## src/rtl/mips_pkg.sv

```systemverilog
// Shared constants and the IF/ID bundle type for the MIPS fetch stage.
package mips_pkg;

  localparam int unsigned PC_W = 32;
  localparam logic [PC_W-1:0] RESET_PC_DEFAULT = 32'd0;
  localparam logic [31:0] NOP_INSTR = 32'h0;

  typedef struct packed {
    logic            valid;
    logic [31:0]     instruction;
    logic [PC_W-1:0] pc_plus1;
  } ifid_t;

endpackage

```

## src/rtl/mips_next_pc.sv

```systemverilog
// Combinational next-PC selection: stall hold, jump, branch, or sequential word increment.
module mips_next_pc #(
  parameter int unsigned PC_W = 32
) (
  input  logic [PC_W-1:0] pc,
  input  logic [PC_W-1:0] if_pc_plus1,
  input  logic            stall,
  input  logic            jump,
  input  logic [25:0]     jump_target,
  input  logic            branch_taken,
  input  logic [15:0]     branch_offset,
  output logic [PC_W-1:0] next_pc
);

  logic [PC_W-1:0] offset_ext;

  assign offset_ext = {{(PC_W-16){branch_offset[15]}}, branch_offset};

  // Jump beats branch; both are relative to the IF/ID PC+1, not the current PC.
  always_comb begin
    next_pc = pc;
    if (!stall) begin
      if (jump) begin
        next_pc = {if_pc_plus1[PC_W-1:26], jump_target};
      end else if (branch_taken) begin
        next_pc = if_pc_plus1 + offset_ext;
      end else begin
        next_pc = pc + PC_W'(1);
      end
    end
  end

endmodule

```

## src/rtl/mips_fetch_unit.sv

```systemverilog
// Instruction fetch: PC register, IF/ID register and accepted-instruction counter.
// Define MIPS_DELAY_SLOT_EN to keep the instruction fetched alongside a taken redirect.
module mips_fetch_unit #(
  parameter int unsigned     PC_W     = mips_pkg::PC_W,
  parameter logic [PC_W-1:0] RESET_PC = mips_pkg::RESET_PC_DEFAULT
) (
  input  logic            clk,
  input  logic            rst_n,
  output logic [PC_W-1:0] program_counter,
  input  logic [31:0]     instruction,
  input  logic            stall,
  input  logic            flush,
  input  logic            branch_taken,
  input  logic [15:0]     branch_offset,
  input  logic            jump,
  input  logic [25:0]     jump_target,
  output logic            if_valid,
  output logic [31:0]     if_instruction,
  output logic [PC_W-1:0] if_pc_plus1,
  output logic [15:0]     fetch_count
);

  import mips_pkg::*;

  logic [PC_W-1:0] pc_q, pc_d;
  ifid_t           ifid_q, ifid_d;
  logic [15:0]     count_q, count_d;
  logic            squash;

  mips_next_pc #(
    .PC_W(PC_W)
  ) u_next_pc (
    .pc           (pc_q),
    .if_pc_plus1  (ifid_q.pc_plus1),
    .stall        (stall),
    .jump         (jump),
    .jump_target  (jump_target),
    .branch_taken (branch_taken),
    .branch_offset(branch_offset),
    .next_pc      (pc_d)
  );

`ifdef MIPS_DELAY_SLOT_EN
  assign squash = flush;
`else
  // Without delay slots the word fetched beside a redirect is on the wrong path.
  assign squash = flush | jump | branch_taken;
`endif

  always_comb begin
    ifid_d  = ifid_q;
    count_d = count_q;
    if (!stall) begin
      ifid_d.valid       = 1'b1;
      ifid_d.instruction = instruction;
      ifid_d.pc_plus1    = pc_q + PC_W'(1);
      if (squash) begin
        ifid_d.valid       = 1'b0;
        ifid_d.instruction = NOP_INSTR;
      end
      if (ifid_d.valid) begin
        count_d = count_q + 16'd1;
      end
    end
  end

  always_ff @(posedge clk or negedge rst_n) begin
    if (!rst_n) begin
      pc_q    <= RESET_PC;
      ifid_q  <= '{valid: 1'b0, instruction: NOP_INSTR, pc_plus1: '0};
      count_q <= '0;
    end else begin
      pc_q    <= pc_d;
      ifid_q  <= ifid_d;
      count_q <= count_d;
    end
  end

  assign program_counter = pc_q;
  assign if_valid        = ifid_q.valid;
  assign if_instruction  = ifid_q.instruction;
  assign if_pc_plus1     = ifid_q.pc_plus1;
  assign fetch_count     = count_q;

endmodule
```

## config.mk

```make
export PLATFORM = sky130hd
export DESIGN_NAME = mips_fetch_unit
export DESIGN_NICKNAME = d
export VERILOG_FILES = /design/src/rtl/mips_pkg.sv /design/src/rtl/mips_next_pc.sv /design/src/rtl/mips_fetch_unit.sv
export SDC_FILE = /design/constraint.sdc
export NUM_CORES = 1
export LEC_CHECK = 0
export ABC_CLOCK_PERIOD_IN_PS = 4600
export CORE_UTILIZATION = 53
export CTS_CLUSTER_DIAMETER = 120
export DETAILED_ROUTE_END_ITERATION = 10
export PLACE_DENSITY = 0.9
export SLEW_MARGIN = 40
export SYNTH_ARGS = -nofsm -noshare
export SYNTH_HDL_FRONTEND = slang
export SYNTH_SLANG_ARGS = --single-unit
```

## constraint.sdc

```tcl
create_clock -name clk -period 4.6 [get_ports clk]
set_input_delay 0.92 -clock clk [delete_from_list [all_inputs] [get_ports clk]]
set_output_delay 0.92 -clock clk [all_outputs]
set_load 0.03 [all_outputs]
```

==> flow_metrics.env, run 1 <==
export IMPL_route_detailed_drc=0
export IMPL_synth_flop_cell="dfrtp_1"
export IMPL_core_mm2=0.0128
export IMPL_setup_viol=0
export IMPL_synth_warnings=0
export IMPL_via_per_inst=5.99
export IMPL_finalNetCount=1041
export IMPL_fin_ws_ps=813
export IMPL_max_cap_violations=0
export IMPL_hpwlAfterDp_um=15000
export IMPL_drtPass1Iterations=5
export IMPL_p_leak_nw=4.15
export IMPL_clkLatencyLatePin_ps=420
export IMPL_synth_avg_cell_area_um2=9.45
export IMPL_post_route_util_pct=75.8
export IMPL_end_kind="flop"
export IMPL_yosysMostFrequentCell="dfrtp_1"
export IMPL_fmax_mhz=264
export IMPL_synth_nets=856
export IMPL_start_util_pct=54.9
export IMPL_hold_path_class="in2async"
export IMPL_h_tree_depth=4
export IMPL_grt_first_pass_wirelength_um=33200
export IMPL_die_h_um=117
export IMPL_postCtsHoldBufs=0
export IMPL_clk_path_buf_depth=2
export IMPL_ir_worst_vdd_uv=338
export IMPL_synth_top_area_share_pct=40.3
export IMPL_min_period_over_period_pct=82.3
export IMPL_placed_area_mm2=0.00908
export IMPL_fp_dieW_um=117
export IMPL_cts_tree="yes"
export IMPL_antenna_found_initial=0
export IMPL_path_max_fanout=5
export IMPL_design_area_mm2=0.00968
export IMPL_clk_pin_slew_worst_paths_ps=50
export IMPL_wl_per_cell_um=19.3
export IMPL_hold_violations=0
export IMPL_critPathKind="in2reg"
export IMPL_cp_arrival_ps=4130
export IMPL_synth_top_cells_by_count="113 x dfrtp_1, 80 x nand2_1, 48 x nor2_1"
export IMPL_cts_root_buf="clkbuf_16"
export IMPL_dieArea_mm2=0.0137
export IMPL_first_global_vias=6553
export IMPL_place_ws_ps=487
export IMPL_routed_wl_um=21500
export IMPL_cp_required_ps=4940
export IMPL_gp_congestion=0.919
export IMPL_n_fill_cell=864
export IMPL_synthTopCellsByArea="dfrtp_1 40%, ha_1 5.9%, xnor2_1 4.7%"
export IMPL_min_period_ps=3790
export IMPL_synth_cell_types=71
export IMPL_grt_max_degree=64
export IMPL_ios=193
export IMPL_synth_seq_cells=113
export IMPL_synth_edf_count=0
export IMPL_p_per_area_mw_per_mm2=466
export IMPL_drt_iter0_markers=456
export IMPL_cts_setup_buffers=0
export IMPL_worst_pin_slew_ps=672
export IMPL_vias=6665
export IMPL_ant_nets=0
export IMPL_cts_resized=0
export IMPL_outcome="completed"
export IMPL_grt_overflow=0
export IMPL_setup_tns_ps=0
export IMPL_syn_area_mm2=0.00701
export IMPL_port_buffers=192
export IMPL_synth_seq_area_share_pct=40.3
export IMPL_cp_start_kind="input port"
export IMPL_rows=41
export IMPL_syn_inst=742
export IMPL_diodes=0
export IMPL_grt_usage_pct=32.2
export IMPL_synthToLayoutAreaGrowth_pct=38.1
export IMPL_yosysTopAreaCell="dfrtp_1"
export IMPL_fin_worst_skew_ps=8.54
export IMPL_max_slew_margin_pct=55.2
export IMPL_synth_async_reset_ratio_pct=100
export IMPL_clock_sinks=113
export IMPL_drive_above_1_share_pct=8.94
export IMPL_rsz0062_at_grt="false"
export IMPL_numCtsBuffers=17
export IMPL_slew_viol_final=0
-- where the power goes --
part / switching [mW] / leakage [nW] / internal (mW)
clock: 0.465 / 0.296 / 0.873
combinational: 1.02 / 2.42 / 0.786
sequential: 0.218 / 1.43 / 1.15
total: 1.71 / 4.15 / 2.81
-- flip-flops by register name (all words and copies together) (netlist names) --
| name | cells |
|---|---|
| program_counter | 32 |
| if_valid | 1 |
| fetch_count | 16 |
| if_pc_plus1 | 32 |
| if_instruction | 32 |
-- worst max-delay path: stages --
cell and delay (ps):
clkdlybuf4s50_1 410, ha_1 230, fa_1 410, a21oi_1 260, o211ai_1 130, and4bb_2 260, o21ai_1 350, o21ai_0 320
a2111oi_0 580, a31oi_1 80, a31oi_1 180
-- cells in the final DEF (no fill, tap or decap), types with 6 or more instances in the layout --
cell type and n:
clkdlybuf4s50_1 190, dfrtp_1 113, nand2_1 80, nor2_1 47, a21oi_1 43, o21ai_0 42
xnor2_1 38, ha_1 33, a22o_1 32, nand3_1 26, xor2_1 25, mux2_2 25
inv_1 19, clkbuf_16 17, and3_1 12, a21o_1 12, buf_4 12, nor3_1 10
mux2i_1 10, o22ai_1 9, nand2b_1 8, a31oi_1 8, a211oi_1 8, o31ai_1 8
or3_1 6, clkinv_2 6
-- through the flow --
step           instances  total power [mW]  hold WS [ps]
6_report            1112              4.52           474
5_1_grt             1112              4.72           499
4_1_cts             1112              4.51           476
3_5_place_dp        1080              3.14           471
3_3_place_gp        1080              3.09           462
2_1_floorplan        742              2.47           624
-- layout make-up --
type	instances	area (µm²)	share of cell area [%]
repair buffers	202	1990	20.6
clock inverters	11	136	1.41
inverters	19	71.3	0.737
multi-input cells	574	3980	41.1
clock buffers	21	460	4.76
well taps	172	215	2.22
flip-flops and latches	113	2830	29.2
-- path summary, 6_finish.rpt --
kind,from,endpoint,slack [ps],cells past startpoint
max,branch_offset[0],program_counter[18]$_DFFE_PN0N_,810,11
min,rst_n,program_counter[9]$_DFFE_PN0N_,470,1
max reg2reg,if_pc_plus1[0]$_DFFE_PN0N_,program_counter[18]$_DFFE_PN0N_,1340,10
min reg2reg,fetch_count[15]$_DFFE_PN0P_,fetch_count[15]$_DFFE_PN0P_,480,1
max in group asynchronous,rst_n,fetch_count[6]$_DFFE_PN0P_,3210,2
min in group clk,fetch_count[15]$_DFFE_PN0P_,fetch_count[15]$_DFFE_PN0P_,480,1
-- metal layers --
| metal | vias up | wire length [µm] | global-route usage [%] |
|---|---|---|---|
| met3 | 63 | 1560 | 8.86 |
| met1 | 3191 | 8860 | 40.6 |
| li1 | 3106 | - | - |
| met5 | - | 0 | 0 |
| met4 | 0 | 719 | 14.4 |
| met2 | 305 | 10400 | 51.7 |
-- cells by family (layout without fill, tap and decap cells) --
logic type | after synthesis | count (layout) | share of synthesized area [%]
AOI/OAI and AO/OA | 215 | 215 | 21.1
xor gates and xnor gates | 64 | 64 | 8.10
adders and majority gates | 34 | 34 | 6.17
buffers and inverters | 55 | 253 | 3.03
DFF | 113 | 113 | 40.3
muxes | 35 | 35 | 5.44
and+or+nand+nor | 226 | 226 | 15.8
Power figures use the tool's default switching activity.
==> inputs of run 2 (changes only) <==
--- a/config.mk
+++ b/config.mk
@@ -5,11 +5,11 @@
 export SDC_FILE = /design/constraint.sdc
 export NUM_CORES = 1
 export LEC_CHECK = 0
-export ABC_CLOCK_PERIOD_IN_PS = 4600
-export CORE_UTILIZATION = 53
+export ABC_CLOCK_PERIOD_IN_PS = 3700
+export CORE_UTILIZATION = 49
 export CTS_CLUSTER_DIAMETER = 120
 export DETAILED_ROUTE_END_ITERATION = 10
-export PLACE_DENSITY = 0.9
+export PLACE_DENSITY = 0.84
 export SLEW_MARGIN = 40
 export SYNTH_ARGS = -nofsm -noshare
 export SYNTH_HDL_FRONTEND = slang
==> constraint.sdc (replaced) <==
create_clock -name clk -period 3.7 [get_ports clk]
set_input_delay 0.74 -clock clk [delete_from_list [all_inputs] [get_ports clk]]
set_output_delay 0.74 -clock clk [all_outputs]
set_load 0.03 [all_outputs]
==> run 2 against run 1 <==
Against the previous run:
- design area up 1.5%
- global-route usage down 2.1 points
- first-iteration DRC count increased by 8.8%
- setup slack got worse by 550 ps
- clock skew is essentially flat
- wire length shrank 0.74%
- sequential cell count did not move
- highest routed layer unchanged
==> flow_metrics.env, run 2 (synthesis gave the netlist of run 1 again) <==
export IMPL_core_mm2=0.0139
export IMPL_drt_iter0_markers=496
export IMPL_diodes=0
export IMPL_post_route_util_pct=70.5
export IMPL_via_per_inst=5.96
export IMPL_min_period_over_period_pct=92.8
export IMPL_route_detailed_drc=0
export IMPL_cp_cell_sequence="clkdlybuf4s50_1, ha_1, fa_1, a21oi_1, o211ai_1, and4bb_2, o21ai_1, buf_4, o21ai_0, a2111oi_0, a31oi_1, a31oi_1"
export IMPL_final_cell_mix="190 x clkdlybuf4s50_1, 113 x dfrtp_1, 80 x nand2_1"
export IMPL_p_per_area_mw_per_mm2=573
export IMPL_cp_required_ps=4040
export IMPL_synthToLayoutAreaGrowth_pct=40.1
export IMPL_critPathBufInv=2
export IMPL_drt_met1_wl_um=8890
export IMPL_finalNetCount=1057
export IMPL_cp_top_family="compound AO/OA/AOI/OAI gates"
export IMPL_ant_nets=0
export IMPL_cts_tree="yes"
export IMPL_wl_per_cell_um=18.8
export IMPL_crit_path_top_delay_cell="a2111oi_0"
export IMPL_rows=43
export IMPL_min_period_ps=3430
export IMPL_outcome="completed"
export IMPL_max_slew_margin_pct=49.6
export IMPL_vias=6770
export IMPL_drtPass1Iterations=6
export IMPL_drive_above_1_share_pct=10.3
export IMPL_path_max_fanout=3
export IMPL_wl_met2_um=10200
export IMPL_dieArea_mm2=0.0148
export IMPL_numCtsBuffers=17
export IMPL_cpMostUsedCell="a31oi_1"
export IMPL_cp_arrival_ps=3770
export IMPL_final_cells=1136
export IMPL_slowest_delay_ps=510
export IMPL_worst_pin_slew_ps=749
export IMPL_clock_sinks=113
export IMPL_power_mw=5.63
export IMPL_fin_worst_skew_ps=8.40
export IMPL_fp_dieW_um=122
export IMPL_fmax_mhz=291
export IMPL_die_h_um=122
export IMPL_cts_setup_buffers=0
export IMPL_hold_path_class="in2async"
export IMPL_clk_pin_slew_worst_paths_ps=60
export IMPL_cts_resized=0
export IMPL_gp_congestion=0.904
export IMPL_grt_overflow=0
export IMPL_critPathKind="in2reg"
export IMPL_routed_top_layer="met4"
export IMPL_max_cap_violations=0
export IMPL_p_leak_nw=4.23
export IMPL_dp_cells=1103
export IMPL_h_tree_depth=4
export IMPL_postCtsHoldBufs=0
export IMPL_rsz0062_at_grt="false"
export IMPL_hold_violations=0
export IMPL_cts_root_buf="clkbuf_16"
export IMPL_setup_viol=0
export IMPL_cp_start_kind="input port"
export IMPL_slew_viol_final=0
export IMPL_start_util_pct=50.3
export IMPL_end_kind="flop"
export IMPL_layout_commonest_cell="clkdlybuf4s50_1"
export IMPL_grt_first_pass_wirelength_um=34100
export IMPL_routed_wl_um=21300
export IMPL_antenna_found_initial=0
export IMPL_hpwlAfterDp_um=15400
export IMPL_clk_path_buf_depth=2
export IMPL_ios=193
export IMPL_ir_worst_vdd_uv=371
export IMPL_wl_met3_um=1520
export IMPL_first_global_vias=6652
export IMPL_clkLatencyLatePin_ps=420
export IMPL_grt_max_degree=83
export IMPL_port_buffers=192
export IMPL_grt_usage_pct=30.1
## run 2: path summary, 6_finish.rpt
| kind | endpoint | slack (ps) | startpoint | cells after the start |
|---|---|---|---|---|
| worst max-delay path | program_counter[18]$_DFFE_PN0N_ | 270 | branch_offset[0] | 12 |
| worst min-delay path | if_pc_plus1[10]$_DFFE_PN0N_ | 370 | rst_n | 1 |
| worst max register to register | program_counter[18]$_DFFE_PN0N_ | 620 | if_pc_plus1[0]$_DFFE_PN0N_ | 11 |
| worst min register to register | fetch_count[15]$_DFFE_PN0P_ | 480 | fetch_count[15]$_DFFE_PN0P_ | 1 |
| max in group asynchronous | if_instruction[27]$_DFFE_PN0N_ | 2560 | rst_n | 2 |
| min in group clk | fetch_count[15]$_DFFE_PN0P_ | 480 | fetch_count[15]$_DFFE_PN0P_ | 1 |
## run 2: metal layers
layer  vias up  track usage [%]
li1       3142                -
met1      3262             38.8
met2       298             47.5
met3        68             7.54
met4         0             13.8
met5         -                0
## run 2: cell type report
class / count / area [µm²]
Multi-Input combinational cell: 574 / 3980
Fill cell: 1039 / 4110
Clock buffer: 21 / 450
Inverter: 19 / 71.3
Timing Repair Buffer: 218 / 2140
Tap cell: 180 / 225
Sequential cell: 113 / 2830
Clock inverter: 11 / 136
## run 2: where the power goes
part           leakage, nW  switching, mW  internal [mW]  total (mW)
combinational         2.51           1.26           1.02        2.29
sequential            1.43          0.272           1.43        1.70
clock                0.291          0.577           1.07        1.65
## run 2: metrics by stage
step                      hold slack [ps]  worst slack, ps  cell area, µm²  TNS [ps]
after floorplan                       444              552            7010         0
after global placement                460             30.3            9220         0
after detailed placement              469             -101            9220      -200
after CTS                             397              321            9800         0
after global routing                  420             89.7            9820         0
final                                 372              265            9820         0
